**config.mk**
```make
export PLATFORM = sky130hd
export DESIGN_NAME = clk_div_prog
export DESIGN_NICKNAME = d
export VERILOG_FILES = /design/src/rtl/clk_div_prog.sv
export SDC_FILE = /design/constraint.sdc
export NUM_CORES = 1
export LEC_CHECK = 0
export BUFFER_PORTS_ARGS = -buffer_cell sky130_fd_sc_hd__buf_2
export CAP_MARGIN = 0
export CORE_ASPECT_RATIO = 0.8
export CORE_MARGIN = 5
export CORE_UTILIZATION = 50
export CTS_CLUSTER_SIZE = 25
export DETAILED_ROUTE_END_ITERATION = 8
export HOLD_SLACK_MARGIN = 0.08
export PLACE_DENSITY = 0.73
export SYNTH_ARGS = -nofsm -noshare
export SYNTH_HDL_FRONTEND = slang
export SYNTH_SLANG_ARGS = --single-unit
```
**constraint.sdc**
```tcl
create_clock -name clk_in -period 4.2 [get_ports clk_in]
set_input_delay 0.84 -clock clk_in [delete_from_list [all_inputs] [get_ports clk_in]]
set_output_delay 0.84 -clock clk_in [all_outputs]
set_load 0.005 [all_outputs]
```
**src/rtl/clk_div_prog.sv**
```systemverilog
// clk_div_prog: runtime-programmable integer clock divider, N in 2..2^WIDTH-1.
// Provides a period-start tick, divisor load/ack/err handshake applied at period
// boundaries, and a glitch-free run/park enable.
// Build option: define CLK_DIV_ODD_EN to add a negedge stage that gives odd N a
// 50% duty cycle. Without it the block is single-edge and odd N is high for one
// extra cycle.
module clk_div_prog #(
  parameter int WIDTH       = 8,
  parameter int DEFAULT_DIV = 16
) (
  input  logic             clk_in,
  input  logic             reset,
  input  logic             enable,
  input  logic [WIDTH-1:0] div_val,
  input  logic             div_load,
  output logic             div_ack,
  output logic             div_err,
  output logic [WIDTH-1:0] cur_div,
  output logic             tick,
  output logic             clk_out
);

  localparam logic [WIDTH-1:0] DEF_DIV = WIDTH'(DEFAULT_DIV);
  localparam logic [WIDTH-1:0] ONE     = WIDTH'(1);
  localparam logic [WIDTH-1:0] TWO     = WIDTH'(2);

  logic [WIDTH-1:0] cnt_q, cnt_d;
  logic [WIDTH-1:0] cur_div_q, cur_div_d;
  logic [WIDTH-1:0] pend_q, pend_d;
  logic             pend_vld_q, pend_vld_d;
  logic             running_q, running_d;
  logic             pos_q, pos_d;
  logic             ack_q, ack_d;
  logic             err_q, err_d;
  logic             load_ok, boundary;
  logic [WIDTH-1:0] hi_len;

  // Next-state: counter, pending divisor, boundary adoption, run/park, high phase.
  always_comb begin
    load_ok    = div_load && (div_val >= TWO);
    err_d      = div_load && !load_ok;
    // A parked divider is permanently at a boundary, so loads and enable take
    // effect on the very next edge.
    boundary   = !running_q || (cnt_q == cur_div_q - ONE);
    pend_d     = pend_q;
    pend_vld_d = pend_vld_q;
    cur_div_d  = cur_div_q;
    ack_d      = 1'b0;
    running_d  = running_q;
    cnt_d      = cnt_q + ONE;
    // Last load wins; a load landing on the boundary cycle is applied there.
    if (load_ok) begin
      pend_d     = div_val;
      pend_vld_d = 1'b1;
    end
    if (boundary) begin
      cnt_d     = '0;
      running_d = enable;
      if (pend_vld_d) begin
        cur_div_d  = pend_d;
        pend_vld_d = 1'b0;
        ack_d      = 1'b1;
      end
    end
    // High length is ceil(N/2); written without N+1 so N = 2^WIDTH-1 fits.
    hi_len = (cur_div_d >> 1) + {{(WIDTH-1){1'b0}}, cur_div_d[0]};
    pos_d  = running_d && (cnt_d < hi_len);
  end

  // Posedge state; reset parks the divider and drops clk_out immediately.
  always_ff @(posedge clk_in or negedge reset) begin
    if (!reset) begin
      cnt_q      <= '0;
      cur_div_q  <= DEF_DIV;
      pend_q     <= '0;
      pend_vld_q <= 1'b0;
      running_q  <= 1'b0;
      pos_q      <= 1'b0;
      ack_q      <= 1'b0;
      err_q      <= 1'b0;
    end else begin
      cnt_q      <= cnt_d;
      cur_div_q  <= cur_div_d;
      pend_q     <= pend_d;
      pend_vld_q <= pend_vld_d;
      running_q  <= running_d;
      pos_q      <= pos_d;
      ack_q      <= ack_d;
      err_q      <= err_d;
    end
  end

`ifdef CLK_DIV_ODD_EN
  logic neg_q, neg_d;

  // Half-cycle delayed copy of the high phase, used to trim odd N to 50%.
  always_comb neg_d = pos_q;

  // Negedge stage; it is always 0 at a period boundary, so switching the
  // odd/even select there cannot glitch clk_out.
  always_ff @(negedge clk_in or negedge reset) begin
    if (!reset) neg_q <= 1'b0;
    else        neg_q <= neg_d;
  end

  assign clk_out = cur_div_q[0] ? (pos_q & neg_q) : pos_q;
`else
  assign clk_out = pos_q;
`endif

  assign tick    = running_q && (cnt_q == '0);
  assign div_ack = ack_q;
  assign div_err = err_q;
  assign cur_div = cur_div_q;

endmodule

```
After elaboration in Yosys (flattened, before gate mapping)
Cells that the tools add are included.
{"block": "op_classes", "n_reduce_logical": 8, "muxes": 9, "order_cmp": 2, "n_eq_ne": 1, "add_sub_neg": 3}
{"operator": "2-to-1 mux 8 bit", "n": 4}
{"operator": "adder 7 x 1 -> 8 bit", "n": 1}
{"operator": "adder 8 x 1 -> 8 bit, second input constant", "n": 1}
{"operator": "== test 8 bit", "n": 1}
{"operator": ">= comparator 8 x 2 -> 1 bit, second input constant", "n": 1}
{"operator": "zero test 8 bit", "n": 1}
{"operator": "< comparator 8 bit", "n": 1}
{"operator": "subtractor 8 x 1 -> 8 bit, second input constant", "n": 1}
{"operator": "2-to-1 mux 1 bit", "n": 5}
{"operator": "logical AND 1 bit", "n": 4}
{"operator": "zero test 1 bit", "n": 2}
{"operator": "logical OR 1 bit", "n": 1}
{"block": "totals", "out_inout_bits": 12, "in_bits": 12, "wordCells": 31, "reg_bits": 29}

Logic depth before layout (Yosys ltp)
Gate-level depths: netlist of the first run.
{"block": "logic_depth", "ltp_word": 8, "depth_mapped": 22, "depth_no_buf": 20}

Worst setup path before layout of the first run
OpenSTA, ideal clock, no wires.
{"block": "synth_path", "path_type": "register -> register", "startpoint": "reg cur_div_q[3] (netlist: cur_div[3])", "endpoint": "reg pos_q (netlist: clk_out)", "path_slack_ns": 0.236, "setup_time_ns": 0.126, "path_buffers": 3, "required_ns": 4.074, "arrival_time_ns": 3.838, "stages_incl_launch_ff": 19, "cell_sequence": "dfrtp_1 -> buf_2 -> or4_4 -> a2111oi_2 -> nor3_1 -> o41ai_2 -> o21a_2 -> buf_6 -> buf_4 -> nand2_1 -> o21ai_1 -> ha_1 -> ha_1 -> o211ai_1 -> mux2i_1 -> xnor2_1 -> ha_1 -> nand4_1 -> o311a_1"}
{"block": "synth_via", "elab_chain_cells": 7}
{"item": "start: declaration", "line": "28", "text": "logic [WIDTH-1:0] cur_div_q, cur_div_d;"}
{"item": "start signal: assignment", "line": "83", "text": "cur_div_q <= cur_div_d;"}
{"item": "subtractor 8 x 1 -> 8 bit", "line": "44", "text": "boundary = !running_q || (cnt_q == cur_div_q - ONE);"}
{"item": "== test 8 bit", "line": "44"}
{"item": "logical OR 1 bit", "line": "44"}
{"item": "2-to-1 mux 8 bit", "line": "56", "text": "if (boundary) begin"}
{"item": "via cur_div_d[0]", "line": "28"}
{"item": "adder 7 x 1 -> 8 bit", "line": "66", "text": "hi_len = (cur_div_d >> 1) + {{(WIDTH-1){1'b0}}, cur_div_d[0]};"}
{"item": "< comparator 8 bit", "line": "67", "text": "pos_d = running_d && (cnt_d < hi_len);"}
{"item": "logical AND 1 bit", "line": "67"}
{"item": "via pos_d", "line": "32", "text": "logic pos_q, pos_d;"}
{"item": "end signal: assignment", "line": "87", "text": "pos_q <= pos_d;"}
{"item": "end: declaration", "line": "32"}
The timed path passes the listed nets, and every way through them passes these cells.

Worst setup path after layout of the first run
{"block": "layout_path", "startpoint": "reg cur_div_q[1] (netlist: cur_div[1])", "endpoint": "reg pos_q (netlist: clk_out)"}
The elaborated chain is that of the path after synthesis.

==> results.toml, run 1 <==
[run_status]
status = "completed"

[sta]
finalHoldViolations = 0
period_needed_ns = 3.916
fin_skew_ns = 0.007834
setup_tns_ns = 0
drv_slew = 0
fin_crit_sh_pct = 93.25
worstMarginPinSlew_ns = 0.6232
slew_headroom_pct = 58.45
setup_viol = 0
fmaxAchievable_mhz = 255.3

[power]
p_int_w = 0.0009376
p_leak_nw = 1.027
sw_frac_of_total_pct = 41.46
ir_worst_vdd_uv = 438.2
power_density_nw_per_um2 = 737.0
power_frac_clock_pct = 15.6
comb_power_share_pct = 52.8
total_power_w = 0.001602
p_seq_share_pct = 31.6
power_switching_w = 0.0006640

[floorplanning]
core-area_um2 = 3495
initial_core_util_pct = 52.95
die_w_um = 78.02
die_h_um = 64.42
die-area_um2 = 5025
rows = 19
io_pins = 24

[global_routing]
grt_pass1_wl_um = 6886
grt_pass1_vias = 1424
grt_overflow = 0
antenna_found_initial = 0
track_usage_pct = 17.35
grt_max_degree = 30

[synthesis]
syn_area_per_cell_um2 = 9.394
syn_inst = 197
synth_top_area_share_pct = 37.86
ys_top_cells_by_area = "dfrtp_1, ha_1, xnor2_1"
ys_async_sr_fraction_pct = 100.0
ys_seq_area_share_pct = 39.28
synth_edf_count = 0
yosys_warnings = 0
yosysTopAreaCell = "dfrtp_1"
yosysUniqueCellTypes = 45
syn-num-nets = 221
syn-cell-area_um2 = 1851
ys_ff_latch = 29
ys.flop_type = "dfrtp_1"

[routing]
drc = 0
first_pass_iters = 4
drt_iter0_markers = 87
wl_per_cell_um = 15.48
wirelength_um = 4195
final_antenna_net_count = 0
vias_per_cell = 5.594
dr_total_vias = 1516

[setup_path]
reg2reg_depth = 16
worstSetupEndpointType = "flop"
cp_max_fo = 8
crit_required_ns = 4.42
worstPathArrival_ns = 4.14
worstSetupStartpointType = "flop"
crit_type = "reg -> reg"

[layout]
area_growth_pct = 17.44
diodes = 0
final_cell_mix = "dfrtp_1, buf_2, nand2_1, nor2_1, xnor2_1"
drive_above_1_share_pct = 24.89
final_util_pct = 62.19
nNetsFinal = 252
fillers = 300
layout.cells.most_common = "dfrtp_1"

[clock_tree]
cts_tree = "done"
clock_tree.root_cell = "clkbuf_8"
numCtsBuffers = 5
htree_levels = 2
clock_path_buffers = 2
clk_transition_reported_paths_ns = 0.06
cts.sinks = 29
clkLatencyLatePin_ns = 0.28

[worst_hold_path]
hp-class = "reg -> reg"
worstHoldPathCells = 2

[placement]
gp_routability_congestion = 0.8686
dp_hpwl_um = 3264
numPortBuffers = 23

[job]
max-cap-violations = 0
[sequential cells by signal (all words and copies together) (netlist names)]
register	cells
clk_out	1
cnt_q	8
cur_div	8
div_ack	1
div_err	1
pend_q	8
pend_vld_q	1
running_q	1
[stage by stage]
stage	cells	hold WS [ns]	setup slack [ns]	instance area, um^2
global placement	258	0.4545	0.1575	2012
global route	271	0.5086	-0.004247	2173
CTS	266	0.4806	0.02585	2113
floorplan	197	0.4358	0.2365	1851
detailed placement	258	0.4655	0.04157	2012
finish	271	0.4816	0.2837	2173
[final timing paths]
path,startpoint,end,slack [ns]
hold / removal,pend_q[7],pend_q[7],0.48
max in group asynchronous,reset,cur_div[5],3.21
min in group asynchronous,reset,cur_div[7],0.57
setup / recovery,cur_div[1],clk_out,0.28
hold reg to reg,pend_q[7],pend_q[7],0.48
setup reg to reg,cur_div[1],clk_out,0.28
[final cells by class]
type / count / area [um^2] / share of cell area (%)
Sequential cell: 29 / 726.9 / 33.45
Tap cell: 42 / 52.55 / 2.418
Inverter: 8 / 30.03 / 1.382
Clock inverter: 1 / 5.005 / 0.2303
Clock buffer: 7 / 96.34 / 4.433
Timing Repair Buffer: 35 / 217.7 / 10.02
Multi-Input combinational cell: 149 / 1045 / 48.07
[worst max-delay path, stage by stage (launching register included)]
cell and delay (ns):
dfrtp_1 0.42, or4_4 0.58, a2111oi_2 0.29, nor3_1 0.10, o41ai_2 0.34, o21a_2 0.28
nand2_1 0.07, o21ai_1 0.11, ha_2 0.24, ha_2 0.24, o211ai_1 0.10, mux2i_1 0.21
xnor2_1 0.16, ha_1 0.27, a21o_1 0.16, a21oi_1 0.13, o311a_1 0.16
[logic make-up after synthesis]
| family | Yosys count | share of synthesized area, % |
|---|---|---|
| muxes | 7 | 4.259 |
| DFF | 29 | 39.28 |
| and+or+nand+nor | 78 | 20.89 |
| buffers and inverters | 19 | 4.800 |
| adders and majority gates | 12 | 8.113 |
| xor gates and xnor gates | 23 | 10.89 |
| AOI/OAI and AO/OA | 29 | 11.77 |
[synthesized netlist by cell type (all sizes together), types with 2 or more instances]
| master | count |
|---|---|
| nor3 | 4 |
| nand4 | 3 |
| nor4 | 4 |
| and3 | 6 |
| nand2b | 6 |
| or3b | 2 |
| or4 | 2 |
| dfrtp | 28 |
| o21ai | 5 |
| nand3 | 11 |
| nor2 | 16 |
| xor2 | 11 |
| mux2i | 3 |
| ha | 12 |
| o211ai | 2 |
| buf | 5 |
| mux2 | 4 |
| xnor2 | 12 |
| a22o | 2 |
| a21o | 3 |
| nand2 | 22 |
| a21oi | 6 |
| inv | 8 |
| clkbuf | 6 |
[power groups by stage]
stage	clock [W]	sequential [W]	combinational, W
after floorplan	0	0.000452	0.000626
after global placement	0	0.000504	0.000796
after detailed placement	0	0.000508	0.000809
after CTS	0.000253	0.000503	0.000814
after global routing	0.000272	0.000523	0.000957
final	0.000250	0.000506	0.000845
[timing repair]
item / in CTS / in global routing
setup endpoints to repair: 0 / 1
buffers inserted: 0 / 5
hold buffers: 0 / 0
resized for setup: 0 / 3
[layer usage]
layer	GRT usage (%)	up-vias	wire length, um
met5	0	-	0
met4	3.165	0	35
met3	4.571	6	191
met2	26.25	37	1869
met1	25.33	722	2099
li1	-	751	-
Power figures use the tool's default switching activity.
==> inputs of run 2 (changes only) <==
--- a/config.mk
+++ b/config.mk
@@ -8,7 +8,7 @@
 export BUFFER_PORTS_ARGS = -buffer_cell sky130_fd_sc_hd__buf_2
 export CAP_MARGIN = 0
 export CORE_ASPECT_RATIO = 0.8
-export CORE_MARGIN = 5
+export CORE_MARGIN = 3
 export CORE_UTILIZATION = 50
 export CTS_CLUSTER_SIZE = 25
 export DETAILED_ROUTE_END_ITERATION = 8
==> run 2 against run 1 <==
  * Non-clock buffer count is 5 higher
  * Worst setup slack worse by 0.12 ns
  * Power is 8.9% higher
  * Fmax is 2.9% lower
  * First-iteration DRC count is 15% lower
  * Sequential cell count stayed put
  * Combinational power is 5.9% higher
  * Die area is 11% lower
  * Critical path type unchanged
  * Critical endpoint unchanged
  * Largest cell class unchanged
  * Highest routed layer unchanged
==> results.toml, run 2 (synthesis gave the netlist of run 1 again) <==
[setup_path]
cp_max_fo = 8
rrSetupSlack_ns = 0.17
path_buf_inv = 0
crit_type = "reg -> reg"
cp_top_family = "compound AO/OA/AOI/OAI gates"
r2r-start = "cur_div[0]"
crit_required_ns = 4.42
reg2reg_depth = 16
worstSetupStartpointType = "flop"
crit_chain = "or4_4, nor4_1, nor3_1, o41ai_2, o21a_2, nand2_1, o21ai_2, ha_2, nand4_1, xnor2_1, a21oi_1, ha_1, a21o_1, a21o_1, a21oi_1, o311a_1"
slowest_delay_ns = 0.56
reg2reg_to = "clk_out"
crit_slowest_cell = "or4_4"
worstSetupEndpointType = "flop"
worstPathArrival_ns = 4.26

[clock_tree]
cts_tree = "done"
clkLatencyLatePin_ns = 0.29
clk_transition_reported_paths_ns = 0.06
clock_path_buffers = 2
clock_tree.root_cell = "clkbuf_8"
numCtsBuffers = 5
cts.sinks = 29
htree_levels = 2

[layout]
area_growth_pct = 22.24
final_cell_mix = "dfrtp_1, buf_2, nand2_1, buf_4, nor2_1"
postLayoutCellArea_um2 = 2262
diodes = 0
nNetsFinal = 257
drive_above_1_share_pct = 27.78
multi_input_area_um2 = 1075
fillers = 288
seq_area_um2 = 728.2
layout.cells.most_common = "dfrtp_1"

[global_routing]
globalRoute.busiestLayer = "met2"
track_usage_pct = 21.66
grtUsageMet2_pct = 32.95
grt_overflow = 0
antenna_found_initial = 0
grt_max_degree = 30
met1_usage_pct = 30.43
grt_pass1_vias = 1424
use_met3_pct = 5.629
grt_pass1_wl_um = 7086

[floorplanning]
initial_core_util_pct = 52.95
die-area_um2 = 4472
die_w_um = 74.02
rows = 19
core-area_um2 = 3495
io_pins = 24
die_h_um = 60.42

[sta]
worstMarginPinSlew_ns = 0.6157
slew_headroom_pct = 58.95
period_needed_ns = 4.035
setup_viol = 0
setup_ws_ns = 0.1651
worst_hold_slack_ns = 0.4878
fmaxAchievable_mhz = 247.8
finalHoldViolations = 0
drv_slew = 0
fin_skew_ns = 0.004456
fin_crit_sh_pct = 96.07

[worst_hold_path]
holdCritStartpoint = "pend_q[7]"
worstHoldPathCells = 2
hp-class = "reg -> reg"
holdPathEnd = "pend_q[7]"

[job]
max-cap-violations = 0

[placement]
numPortBuffers = 23
place_ws_ns = 0.05701
dp_hpwl_um = 3277
gp_routability_congestion = 0.9333
placed_area_um2 = 2027

[routing]
drt_iter0_markers = 74
dr_total_vias = 1550
drc = 0
final_antenna_net_count = 0
wl_per_cell_um = 16.21
vias_per_cell = 5.616
first_pass_iters = 5
wirelength_um = 4473

[power]
ir_worst_vdd_uv = 467.7
power_density_nw_per_um2 = 771.0
p_leak_nw = 1.066

[run_status]
status = "completed"
[run 2: power by group]
part,switching [W],internal [W],leakage [nW]
clock network,0.000112,0.000236,0.0681
registers,0.000125,0.000376,0.345
logic,0.000462,0.000433,0.653
[run 2: area by class of cell]
| class | instances | share of cell area (%) |
|---|---|---|
| timing repair buffer | 40 | 10.73 |
| multi-input combinational | 149 | 47.51 |
| inverter | 8 | 1.327 |
| clock inverter | 3 | 2.876 |
| clock buffer | 5 | 3.042 |
| tap | 42 | 2.323 |
| sequential | 29 | 32.19 |
[run 2: worst max path at each step]
stage	from	endpoint	slack, ns	cells after the start
final	cur_div[0]	clk_out	0.17	16
after global routing	cur_div[0]	clk_out	-0.07	16
after CTS	cur_div[0]	clk_out	0.03	18
after detailed placement	cur_div[0]	clk_out	0.06	15
after global placement	cur_div[1]	clk_out	0.21	15
after floorplan	cur_div[3]	clk_out	0.24	18
[run 2: metal layers]
layer	vias up	wire length, um	share of wire (%)
met5	-	0	0
met4	0	56	1.3
met2	54	2016	45
met3	7	303	6.8
li1	759	-	-
met1	730	2098	47
[run 2: worst min-delay path: stages, from the launching register on]
cell	delay, ns
dfrtp_1	0.33
nand2_1	0.05
nand2_1	0.07
[run 2: through the flow]
step | utilization, % | power (W) | setup TNS, ns | instances
global placement | 58.00 | 0.001306 | 0 | 260
detailed placement | 58.00 | 0.001320 | 0 | 260
finish | 64.73 | 0.001744 | 0 | 276
CTS | 61.83 | 0.001675 | 0 | 268
floorplan | - | 0.001078 | 0 | 197
global route | 64.73 | 0.001886 | -0.06864 | 276
[run 2: timing repair]
action	CTS	global route
hold buffers	0	0
buffers inserted	0	8
setup endpoints to repair	0	1
gates resized for setup	0	8
==> inputs of run 3 (changes only) <==
--- a/config.mk
+++ b/config.mk
@@ -9,11 +9,10 @@
 export CAP_MARGIN = 0
 export CORE_ASPECT_RATIO = 0.8
 export CORE_MARGIN = 3
-export CORE_UTILIZATION = 50
+export CORE_UTILIZATION = 35
 export CTS_CLUSTER_SIZE = 25
 export DETAILED_ROUTE_END_ITERATION = 8
 export HOLD_SLACK_MARGIN = 0.08
-export PLACE_DENSITY = 0.73
 export SYNTH_ARGS = -nofsm -noshare
 export SYNTH_HDL_FRONTEND = slang
 export SYNTH_SLANG_ARGS = --single-unit
==> run 3 against run 2 <==
  * Worst setup slack better by 0.0020 ns
  * Routed wire length is 0.16% higher
  * Sequential cell count unchanged
  * Fmax hardly changed
  * Die area increased by 39%
  * Sequential power rose by 2%
  * Critical path depth up 4
  * Hold slack worse by 0.0098 ns
  * Clock power shrank 35%
  * Global-route usage decreased by 6.5 points
==> results.toml, run 3 (synthesis gave the netlist of run 1 again) <==
[sta]
worstMarginPinSlew_ns = 0.6436
fin_crit_sh_pct = 96.02
fmaxAchievable_mhz = 248.0
setup_viol = 0
slew_headroom_pct = 57.09
finalHoldViolations = 0
setup_ws_ns = 0.1670
drv_slew = 0
period_needed_ns = 4.033
fin_skew_ns = 0.01145

[setup_path]
reg2reg_depth = 20
crit_type = "reg -> reg"
worstSetupStartpointType = "flop"
worstSetupEndpointType = "flop"
worstPathArrival_ns = 4.25
cp_max_fo = 5
crit_required_ns = 4.42

[floorplanning]
io_pins = 24
initial_core_util_pct = 36.54
die_h_um = 71.04
die-area_um2 = 6201
rows = 23
core-area_um2 = 5065
die_w_um = 87.30

[routing]
drt_iter0_markers = 111
wl_per_cell_um = 15.24
drc = 0
vias_per_cell = 5.126
dr_total_vias = 1507
first_pass_iters = 4
wirelength_um = 4480
final_antenna_net_count = 0

[global_routing]
grt_max_degree = 30
grt_overflow = 0
use_met3_pct = 3.492
globalRoute.busiestLayer = "met1"
grt_pass1_vias = 1423
grt_pass1_wl_um = 7176
track_usage_pct = 15.16
met1_usage_pct = 23.13
grtUsageMet2_pct = 19.73
antenna_found_initial = 0

[clock_tree]
numCtsBuffers = 5
hold_buffers = 0
cts_tree = "done"
clock_path_buffers = 2
clk_transition_reported_paths_ns = 0.07
cts.sinks = 29
clkLatencyLatePin_ns = 0.29
htree_levels = 2
clock_tree.root_cell = "clkbuf_8"

[placement]
place_ws_ns = 0.1522
gp_routability_congestion = 0.8352
dp_hpwl_um = 3310
numPortBuffers = 23

[worst_hold_path]
hp-class = "reg -> reg"
worstHoldPathCells = 2

[power]
p_leak_nw = 1.028
power_density_nw_per_um2 = 717.1
total_power_w = 0.001593
ir_worst_vdd_uv = 258.0

[layout]
final_cell_mix = "dfrtp_1, buf_2, nand2_1, nor2_1, buf_4"
area_growth_pct = 20.01
diodes = 0
nNetsFinal = 255
layout.cells.most_common = "dfrtp_1"
drive_above_1_share_pct = 27.16

[job]
max-cap-violations = 0

[run_status]
status = "completed"
run 3: cell count changes in the layout (fill, tap and decap cells not counted), sizes merged:
| cell | before | now |
|---|---|---|
| bufinv | 2 | 0 |
| clkinv | 1 | 2 |
| buf | 40 | 37 |
| clkinvlp | 0 | 1 |
| o21a | 1 | 2 |
run 3: metal layers:
| layer | vias to the layer above | wire, um |
|---|---|---|
| met5 | - | 0 |
| met4 | 0 | 83 |
| met3 | 8 | 203 |
| met2 | 33 | 1847 |
| met1 | 708 | 2345 |
| li1 | 758 | - |
run 3: power by group:
| group | internal, W | switching, W |
|---|---|---|
| Sequential | 0.000376 | 0.000135 |
| Combinational | 0.000417 | 0.000439 |
| Clock | 0.000114 | 0.000111 |
| Total | 0.000908 | 0.000685 |
run 3: worst paths after layout:
path,from,end,slack (ns)
min in group asynchronous,reset,pend_q[4],0.57
hold / removal,pend_q[7],pend_q[7],0.48
setup reg to reg,cur_div[0],clk_out,0.17
setup / recovery,cur_div[0],clk_out,0.17
hold reg to reg,pend_q[7],pend_q[7],0.48
max in group asynchronous,reset,cur_div[0],3.17
run 3: final cells by class:
type,count,area [um^2]
fillers,490,2844
multi-input cells,150,1079
flip-flops and latches,29,728.2
repair buffers,37,220.2
well taps,62,77.57
clock buffers,5,68.82
inverters,8,30.03
clock inverters,3,17.52
run 3: stage by stage:
stage,area (um^2),TNS (ns),utilization [%],instances,hold WS [ns]
floorplan,1851,0,-,197,0.4358
global placement,2044,0,40.37,279,0.4618
detailed placement,2044,0,40.37,279,0.4651
CTS,2131,0,42.07,287,0.4833
global route,2221,-0.1048,43.85,294,0.5251
finish,2221,0,43.85,294,0.4780
run 3: worst max-delay path: stages (launching register included):
cell and delay, ns:
dfrtp_2 0.44, inv_1 0.12, ha_1 0.20, or3b_1 0.41, nor3_2 0.16, xnor2_1 0.10, o41ai_2 0.41, o21a_2 0.28
buf_4 0.13, o21ai_2 0.05, ha_2 0.19, buf_4 0.15, nand3_1 0.08, xor2_1 0.15, nor2_1 0.05, a21oi_1 0.12
ha_1 0.25, a21o_1 0.18, a21o_1 0.16, a21oi_1 0.16, o311a_1 0.18
run 3: timing repair:
action / 4_1_cts / 5_1_grt
gates resized for setup: 0 / 8
setup buffers: 0 / 6
endpoints found under the setup margin: 0 / 1
